$ cat config.mk
export PLATFORM = sky130hd
export DESIGN_NAME = inst_rom_arbiter
export DESIGN_NICKNAME = d
export VERILOG_FILES = /design/src/rtl/inst_rom_arbiter.sv
export SDC_FILE = /design/constraint.sdc
export NUM_CORES = 1
export LEC_CHECK = 0
export ABC_AREA = 1
export BUFFER_PORTS_ARGS = -buffer_cell sky130_fd_sc_hd__buf_4
export CAP_MARGIN = 5
export CORE_MARGIN = 1.5
export CORE_UTILIZATION = 34
export CTS_CLUSTER_DIAMETER = 100
export DETAILED_ROUTE_END_ITERATION = 16
export PLACE_DENSITY = 0.76
export SYNTH_ARGS = -nofsm -noshare
export SYNTH_HDL_FRONTEND = slang
export SYNTH_SLANG_ARGS = --single-unit
$ cat constraint.sdc
create_clock -name clk -period 1.5 [get_ports clk]
set_clock_uncertainty 0.15 [all_clocks]
set_input_delay 0.15 -clock clk [delete_from_list [all_inputs] [get_ports clk]]
set_output_delay 0.15 -clock clk [all_outputs]
set_load 0.05 [all_outputs]
$ cat src/rtl/inst_rom_arbiter.sv
// Round-robin arbiter sharing one combinational instruction ROM between the
// fetch port (0) and a secondary reader (1); one-cycle tagged response.
module inst_rom_arbiter #(
    parameter int ADDR_W = 32,
    parameter int DATA_W = 32
) (
    input  logic              clk,
    input  logic              rst,
    input  logic              req0_i,
    input  logic [ADDR_W-1:0] addr0_i,
    input  logic              flush0_i,
    output logic              gnt0_o,
    output logic              rvalid0_o,
    input  logic              req1_i,
    input  logic [ADDR_W-1:0] addr1_i,
    output logic              gnt1_o,
    output logic              rvalid1_o,
    output logic [DATA_W-1:0] rdata_o,
    output logic              rerr_o,
    output logic              rom_ce_o,
    output logic [ADDR_W-1:0] rom_addr_o,
    input  logic [DATA_W-1:0] rom_inst_i
);

    typedef enum logic {
        PORT0 = 1'b0,
        PORT1 = 1'b1
    } port_e;

    port_e             last_q;
    logic              rvalid0_q;
    logic              rvalid1_q;
    logic [DATA_W-1:0] rdata_q;
    logic              rerr_q;

    logic              elig0;
    logic              elig1;
    logic              gnt0;
    logic              gnt1;
    logic [ADDR_W-1:0] gnt_addr;
    logic              misaligned;

    // A request raised during a flush cycle belongs to the old path; ignore it.
    assign elig0 = req0_i & ~flush0_i;
    assign elig1 = req1_i;

    // NOTE: every output of this block gets a default first, so no path leaves
    // a signal unassigned and no latch is inferred.
    always_comb begin
        gnt0     = 1'b0;
        gnt1     = 1'b0;
        gnt_addr = '0;
        if (rst) begin
            if (elig0 && (!elig1 || last_q == PORT1)) begin
                gnt0 = 1'b1;
            end else if (elig1) begin
                gnt1 = 1'b1;
            end
        end
        if (gnt0) begin
            gnt_addr = addr0_i;
        end else if (gnt1) begin
            gnt_addr = addr1_i;
        end
    end

    assign misaligned = (gnt_addr[1:0] != 2'b00);

    assign gnt0_o     = gnt0;
    assign gnt1_o     = gnt1;
    assign rom_addr_o = gnt_addr;
    assign rom_ce_o   = (gnt0 | gnt1) & ~misaligned;

    // NOTE: state registers use non-blocking assignments so every flop samples
    // the pre-edge values of the others.
    always_ff @(posedge clk or negedge rst) begin
        if (!rst) begin
            last_q    <= PORT1;
            rvalid0_q <= 1'b0;
            rvalid1_q <= 1'b0;
            rdata_q   <= '0;
            rerr_q    <= 1'b0;
        end else begin
            rvalid0_q <= gnt0;
            rvalid1_q <= gnt1;
            if (gnt0 || gnt1) begin
                last_q  <= gnt1 ? PORT1 : PORT0;
                rdata_q <= misaligned ? '0 : rom_inst_i;
                rerr_q  <= misaligned;
            end
        end
    end

    // A branch redirect in the response cycle drops the stale fetch word.
    assign rvalid0_o = rvalid0_q & ~flush0_i;
    assign rvalid1_o = rvalid1_q;
    assign rdata_o   = rdata_q;
    assign rerr_o    = rerr_q;

endmodule
-- After elaboration in Yosys (flattened, before gate mapping)
Index checks and enable logic that the tools add are counted.
- bits in registers: 36
- latch bits: 0
- bits in writable memories: 0
- ROM bits: 0
- input bits: 101
- memories kept: 0
- $add $sub $neg: 0
- multiply operators: 0
- divide/modulo/power cells: 0
- order comparisons: 0
- equality and inequality tests: 0
- shifts and indexed selects: 0
- multiplexer cells: 9
- bitwise operators: 6
- reduce and logical (&&, ||, !) cells: 5
- operators by type and width (operator ; count):
    2-to-1 mux 32 bit ; 3
    2-to-1 mux 1 bit ; 6
    bitwise AND 1 bit ; 3
    logical OR 1 bit ; 2
    inverter 1 bit ; 2
    nonzero test 2 bit ; 1
    logical AND 1 bit ; 1
    logical NOT 1 bit ; 1
    bitwise OR 1 bit ; 1

-- Logic depth before layout (Yosys ltp)
Gate-level depths: netlist of run 1.
- depth in word-level cells: 10
- mapped depth: 9
- gate-level depth less buffers: 8

-- Least setup slack after synthesis of run 1
OpenSTA, ideal clock, no wires.
- path type: register to output
- start: register last_q
- end: output rom_ce_o
- arrival: 2.183 ns
- required time: 1.200 ns
- slack: -0.983 ns
- cell stages (with the launch flop): 7
- path through: dfstp_2 > inv_1 > nand2_1 > nand2_2 > nand3_2 > nand2_2 > nor3_1
- cells in the longest elaborated chain, start to end: 9
- elaborated cells on any way between the ends: 12
- classes of those cells: 6 x mux; 3 x bitwise; 3 x reduce/logical
- RTL lines (element ; line ; text):
    start, declared ; 30 ; port_e last_q;
    start signal, assigned ; 87 ; last_q <= gnt1 ? PORT1 : PORT0;
    logical OR 1 bit * ; 54 ; if (elig0 && (!elig1 || last_q == PORT1)) begin
    logical AND 1 bit * ; 54 ;
    2-to-1 mux 1 bit ; 54 ;
    2-to-1 mux 1 bit ; 53 ; if (rst) begin
    2-to-1 mux 32 bit ; 62 ; end else if (gnt1) begin
    2-to-1 mux 32 bit * ; 60 ; if (gnt0) begin
    via rom_addr_o[1] ; 21 ; output logic [ADDR_W-1:0] rom_addr_o,
    nonzero test 2 bit * ; 67 ; assign misaligned = (gnt_addr[1:0] != 2'b00);
    inverter 1 bit * ; 72 ; assign rom_ce_o = (gnt0 | gnt1) & ~misaligned;
    bitwise AND 1 bit * ; 72 ;
    end, declared ; 20 ; output logic rom_ce_o,
The timed path passes the listed nets; every way through them passes the cells marked *.

-- Worst setup path in the final report of run 1
- start: register last_q
- end: output rom_ce_o
- cells in the longest elaborated chain, start to end: 9
- elaborated cells on any way between the ends: 12
- classes of those cells: 6 x mux; 3 x bitwise; 3 x reduce/logical
- RTL lines (element ; line):
    logical OR 1 bit * ; 54
    logical AND 1 bit * ; 54
    2-to-1 mux 1 bit ; 54
    2-to-1 mux 1 bit ; 53
    2-to-1 mux 32 bit ; 62
    2-to-1 mux 32 bit ; 60
    nonzero test 2 bit ; 67
    inverter 1 bit ; 72
    bitwise AND 1 bit * ; 72
Mark *: on every way between the ends. The rest lies on a longest branch, timed or not.

==> run_results.csv, run 1 <==
group,metric,value,unit
setup_path,timing.rr.end,"rdata_o[15]",
timing,maxSlewHeadroom,0.739,
clocking,clk_pin_slew,0.07,ns
yosys,yosysUniqueCellTypes,22,
setup_path,r2r_setup_slack,-0.35,ns
status,violations,"setup timing",
floorplan,die_y,77.9,µm
drt,drc,0,
timing,report.final.setup_viol,68,
yosys,yosys_warnings,0,
drt,wl_met1,3170,µm
cells_and_area,post_route_cells_drive_above_1_share,0.669,
timing,tightest_slew,0.392,ns
grt,antenna_found_initial,0,
grt,track_usage,0.306,
grt,grt_overflow,0,
run,drv_cap,0,
hold_path,min_path_type,"input port to register",
clocking,h-tree-depth,2,
timing,timing.final.ws_setup,-0.486,ns
setup_path,cp-start-kind,"register",
hold_path,hold_start,"flush0_i",
placed_design,io_buffers,170,
setup_path,critical_path_arrival,1.69,ns
yosys,netlist_instances,204,
pwr,p_leak,0.00245,µW
setup_path,required,1.20,ns
cells_and_area,areaGrowthSynthToFinish,146,%
yosys,yosysTopAreaCell,"dfrtp_1",
yosys,ys_seq_elements,36,
pwr,ir_drop,0.578,mV
yosys,yosysSeqAreaShare,0.473,
timing,finalSetupTns,-26.10,ns
setup_path,cp_max_fo,3,
cells_and_area,multi_input_area,0.00129,mm²
placed_design,placed_cells,443,
cells_and_area,nFillCells,260,
grt,grt_pass1_vias,2886,
pwr,p_per_area,888,mW/mm²
clocking,clk_latency,0.29,ns
yosys,yosys.area.top_type_share,0.459,
clocking,cts_root_buf,"clkbuf_8",
timing,layout_min_cycle_time,1.99,ns
grt,grt_max_degree,32,
timing,finalCritPeriodShare,1.32,
drt,wire_per_inst,18.5,µm
floorplan,start_util,0.348,
hold_path,min_to,"last_q",
yosys,syn-num-nets,305,
clocking,cts_inserted_buffers,5,
drt,ant_nets,0,
status,outcome,"finished, violations left",
drt,wl_met2,5170,µm
timing,fmax,0.504,GHz
floorplan,rows,27,
drt,drtPass1Iterations,4,
drt,highest_layer,"met4",
cells_and_area,layout.nets,532,
cells_and_area,final-seq-area,902,µm²
clocking,clock-sinks,36,
placed_design,gp_congestion,0.761,
setup_path,cp-end-kind,"primary output",
clocking,cts_max_path_buffers,2,
floorplan,core-area,0.00547,mm²
timing,drv_slew,0,
drt,first_iter_violations,78,
setup_path,path_class,"register to primary output",
floorplan,io_pins,171,
yosys,avgSynthCellArea,9.35,µm²
timing,rsz0062_at_grt,"yes",
drt,wl,9320,µm
yosys,syn-cell-area,0.00191,mm²
drt,viasPerCell,5.09,
placed_design,place_hpwl,5280,µm
drt,num_vias,2564,
setup_path,r2r_start,"last_q",
floorplan,die_area,0.00607,mm²
cells_and_area,final_cells,504,
clocking,cts_tree,"built",
grt,grt_pass1_wl,14300,µm
timing,hold_violations,0,
setup_path,r2r_cells,10,
drt,dr_wl_met3,718,µm
hold_path,hold_path_depth,5,
yosys,netlist_top_cells_area,"dfrtp_1, a22o_1, nand2_1, nand3_2, nand3_1",
floorplan,die_w,77.9,µm
cells_and_area,n_antenna_cell,0,
[worst max-delay path by stage]
stage	endpoint	slack, ns	start
finish	rom_ce_o	-0.49	last_q
global route	rom_addr_o[28]	-0.54	last_q
CTS	rom_addr_o[10]	-0.47	last_q
detailed placement	rdata_o[16]	-0.39	last_q
global placement	rdata_o[16]	-0.33	last_q
floorplan	rom_ce_o	-0.18	last_q
[metrics by stage]
stage / util / power (µW) / worst slack (ns) / hold slack, ns / instance area (µm²)
final: 0.859 / 4170 / -0.486 / 0.110 / 4700
after global routing: 0.859 / 4330 / -0.536 / 0.132 / 4700
after floorplan: - / 2350 / -0.184 / -0.296 / 2360
after detailed placement: 0.681 / 2990 / -0.390 / -0.0417 / 3730
after global placement: 0.681 / 2970 / -0.332 / -0.0388 / 3730
after CTS: 0.845 / 4100 / -0.473 / 0.0977 / 4620
[cell usage in the layout, fill, tap and decap left out, types with 3 or more instances in the layout]
cell type      count
dfrtp_1           35
nand2_1           64
a22o_4            29
buf_6             32
inv_1              3
nand3_2           31
dlygate4sd3_1     34
buf_4            143
buf_8              7
nand2_4            5
clkbuf_8           5
buf_12            14
[flip-flops by register name, summed over array words and instances (netlist names)]
name,flops
last_q,1
rdata_o,32
rerr_o,1
rvalid0_q,1
rvalid1_o,1
[cell families after synthesis]
family	count (synthesis)	share of synthesized area
AO/OA/AOI/OAI	32	0.145
buffers and inverters	23	0.0840
AND/OR/NAND/NOR	113	0.298
flip-flops	36	0.473
[report_power, final]
group	total [µW]	internal [µW]	switching, µW
logic	2110	857	1250
registers	1210	1120	92.3
clock network	857	492	365
[cells in the mapped netlist]
master / number
nand2_2: 4
a22o_1: 30
buf_12: 1
o21ai_0: 1
dfstp_2: 1
nor2_8: 1
inv_1: 6
buf_2: 8
a21oi_2: 1
nand3_1: 23
buf_8: 2
nand3_2: 12
nor2_1: 2
dfrtp_1: 35
buf_6: 3
nand2_1: 67
inv_2: 1
nor2_4: 1
clkbuf_1: 1
nand4_1: 2
nor3_1: 1
inv_4: 1
[worst max-delay path, stage by stage, from the launching register on]
cell and delay (ns):
dfstp_2 0.53, inv_2 0.04, nand2_4 0.08, nand2_4 0.07, buf_4 0.16, nand3_2 0.08, nand2_4 0.08, nor3_4 0.18
buf_6 0.18
[repair_timing]
| item | 4_1_cts | 5_1_grt |
|---|---|---|
| buffers inserted | 13 | 1 |
| pin swaps | 6 | 4 |
| resized for setup | 65 | 5 |
| gates cloned | 3 | 2 |
| hold buffers | 34 | 0 |
| endpoints found under the hold margin | 68 | 0 |
| setup endpoints to repair | 68 | 68 |
[layer usage]
metal  global-route usage  vias to the layer above
met3               0.0894                       26
li1                     -                     1156
met5                    0                        -
met4                0.121                        0
met2                0.595                      137
met1                0.297                     1245
[cell type report]
type                            instances  area share
Multi-Input combinational cell        146       0.274
Clock inverter                          3     0.00905
Tap cell                               72      0.0192
Sequential cell                        36       0.192
Inverter                                8     0.00905
Clock buffer                            5      0.0146
Timing Repair Buffer                  234       0.482
No activity file was read; power rests on OpenSTA's default activity.
==> run 2: changes to the inputs <==
--- a/config.mk
+++ b/config.mk
@@ -13,6 +13,7 @@
 export CTS_CLUSTER_DIAMETER = 100
 export DETAILED_ROUTE_END_ITERATION = 16
 export PLACE_DENSITY = 0.76
+export REMOVE_ABC_BUFFERS = 1
 export SYNTH_ARGS = -nofsm -noshare
 export SYNTH_HDL_FRONTEND = slang
 export SYNTH_SLANG_ARGS = --single-unit
==> run 2 against run 1 <==
Net effect:
- the flow still finishes with violations (setup timing)
- clock power decreased by 19%
- utilization decreased by 4.8 points
- critical path type unchanged
- hold slack improved by 0.062 ns
- sequential share of layout area increased by 1.1 points
- critical path depth unchanged
- register-to-register slack got worse by 0.03 ns
- largest cell class unchanged
- combinational power decreased by 3%
- via count increased by 0.51%
- non-clock buffer count decreased by 1
==> run_results.csv, run 2 (synthesized netlist as in run 1, its figures left out) <==
group,metric,value,unit
setup_path,cp_max_fo,16,
setup_path,worstSetupEndpoint,"rom_addr_o[28]",
drt,viasPerCell,5.13,
placed_design,placed_area,0.00335,mm²
setup_path,critical_path_arrival,1.67,ns
setup_path,timing.rr.end,"rdata_o[4]",
drt,first_iter_violations,125,
drt,wl,9680,µm
cells_and_area,multi_input_area,0.00110,mm²
floorplan,core-area,0.00547,mm²
setup_path,r2r_start,"last_q",
cells_and_area,final_cell_mix,"buf_4, nand2_1, buf_6, dfrtp_1, dlygate4sd3_1",
cells_and_area,final-seq-area,902,µm²
drt,drc,0,
cells_and_area,layout_commonest_cell,"buf_4",
cells_and_area,post_route_cells_drive_above_1_share,0.623,
setup_path,cp-start-kind,"register",
status,outcome,"finished, violations left",
floorplan,die_w,77.9,µm
setup_path,worstSetupStartpoint,"last_q",
cells_and_area,post-route-cell-area,0.00444,mm²
hold_path,min_path_type,"input port to register",
clocking,cts_root_buf,"clkbuf_8",
setup_path,critical_path.top_delay_family,"flip-flops",
timing,report.final.setup_viol,68,
clocking,h-tree-depth,2,
setup_path,timing.critical_path.mode_cell,"nand2_4",
pwr,ir_drop,0.572,mV
setup_path,r2r_setup_slack,-0.38,ns
drt,wire_per_inst,19.3,µm
cells_and_area,largest_reg_flops,32,
timing,tightest_slew,0.433,ns
placed_design,placed_cells,448,
grt,grt_max_degree,35,
setup_path,path_class,"register to primary output",
timing,drv_slew,0,
clocking,cts_inserted_buffers,5,
floorplan,die_y,77.9,µm
setup_path,cp_slowest_cell,"dfstp_2",
grt,antenna_found_initial,0,
placed_design,io_buffers,170,
grt,track_usage,0.272,
pwr,p_leak,0.00227,µW
setup_path,cp-end-kind,"primary output",
floorplan,die_area,0.00607,mm²
timing,layout_min_cycle_time,1.97,ns
placed_design,gp_congestion,0.803,
grt,grt_pass1_vias,2506,
run,drv_cap,0,
placed_design,place_hpwl,5030,µm
grt,grt_overflow,0,
cells_and_area,final_cells,502,
timing,rsz0062_at_grt,"yes",
setup_path,required,1.20,ns
clocking,clock-sinks,36,
timing,timing.final.ws_setup,-0.467,ns
floorplan,io_pins,171,
timing,maxSlewHeadroom,0.711,
cells_and_area,n_antenna_cell,0,
clocking,cts_tree,"built",
pwr,p_per_area,891,mW/mm²
timing,fmax,0.508,GHz
clocking,clk_pin_slew,0.07,ns
drt,num_vias,2577,
hold_path,hold_path_depth,5,
setup_path,cp_slowest_stage_delay,0.53,ns
floorplan,rows,27,
floorplan,start_util,0.348,
drt,drtPass1Iterations,4,
drt,ant_nets,0,
cells_and_area,nFillCells,277,
cells_and_area,areaGrowthSynthToFinish,133,%
pwr,p_total,3950,µW
setup_path,r2r_cells,11,
timing,hold_violations,0,
clocking,cts_max_path_buffers,2,
cells_and_area,layout.nets,530,
setup_path,worstPathCellList,"inv_2 > nand2_4 > nand2_4 > nand2_4 > inv_6 > buf_16 > a22o_1 > buf_6",
timing,finalCritPeriodShare,1.31,
grt,grt_pass1_wl,12700,µm
clocking,clk_latency,0.28,ns
setup_path,cp.buffers_inverters,4,
setup_path,path_depth,8,
status,violations,"setup timing",
[run 2: cell count changes in the layout (fill, tap and decap cells not counted), moves of 2 or more]
cell and change:
nand3_4 +8, nand3_2 -6, a22o_1 +30, nand2_1 -8, buf_12 -4, nand3_1 -2
nand2_2 +9, buf_8 -4, buf_6 +6, a22o_4 -29
[run 2: area by class of cell]
type / count / share of cell area
well taps: 72 / 0.0203
repair buffers: 233 / 0.499
clock buffers: 5 / 0.0155
inverters: 8 / 0.0101
clock inverters: 3 / 0.00423
multi-input cells: 145 / 0.248
flip-flops and latches: 36 / 0.203
[run 2: where the power goes]
group          switching [µW]  leakage, µW  internal (µW)
Combinational            1250      0.00176            800
Sequential               91.2     0.000455           1120
Clock                     367    0.0000479            324
[run 2: what timing repair did]
action,in CTS,in global routing
hold endpoints to repair,68,0
pin swaps,10,26
setup endpoints to repair,68,68
gates cloned,5,3
setup buffers,7,3
hold buffers,33,0
gates resized for setup,74,44
[run 2: through the flow]
step                      hold WS [ns]  TNS (ns)  utilization  setup WS (ns)
after global routing             0.199    -30.55        0.811         -0.529
after floorplan                 -0.296    -40.69            -         -0.983
after CTS                        0.152    -24.52        0.774         -0.446
after global placement         -0.0604     -9.30        0.612         -0.193
final                            0.172    -26.31        0.811         -0.467
after detailed placement       -0.0508    -11.78        0.612         -0.234
[run 2: worst reg2reg max path, cell delays in order, from the launching register on]
cell	delay, ns
dfstp_2	0.53
inv_2	0.05
nand2_4	0.08
nand2_4	0.07
buf_6	0.13
nand3_4	0.05
nand2_4	0.07
buf_6	0.13
nor2_8	0.21
buf_12	0.19
nand3_4	0.08
nand2_2	0.07
[run 2: worst min path at each step]
| stage | to | startpoint | slack, ns |
|---|---|---|---|
| floorplan | rdata_o[0] | rst | -0.30 |
| global placement | rvalid0_q | rst | -0.06 |
| detailed placement | rvalid0_q | rst | -0.05 |
| CTS | last_q | req1_i | 0.15 |
| global route | rvalid0_q | rst | 0.20 |
| finish | last_q | req1_i | 0.17 |
[run 2: metal layers]
layer | GRT usage | vias up | part of all wire
li1 | - | 1150 | -
met1 | 0.338 | 1260 | 0.37
met2 | 0.476 | 136 | 0.54
met3 | 0.0412 | 31 | 0.053
met4 | 0.0964 | 0 | 0.036
met5 | 0 | - | 0
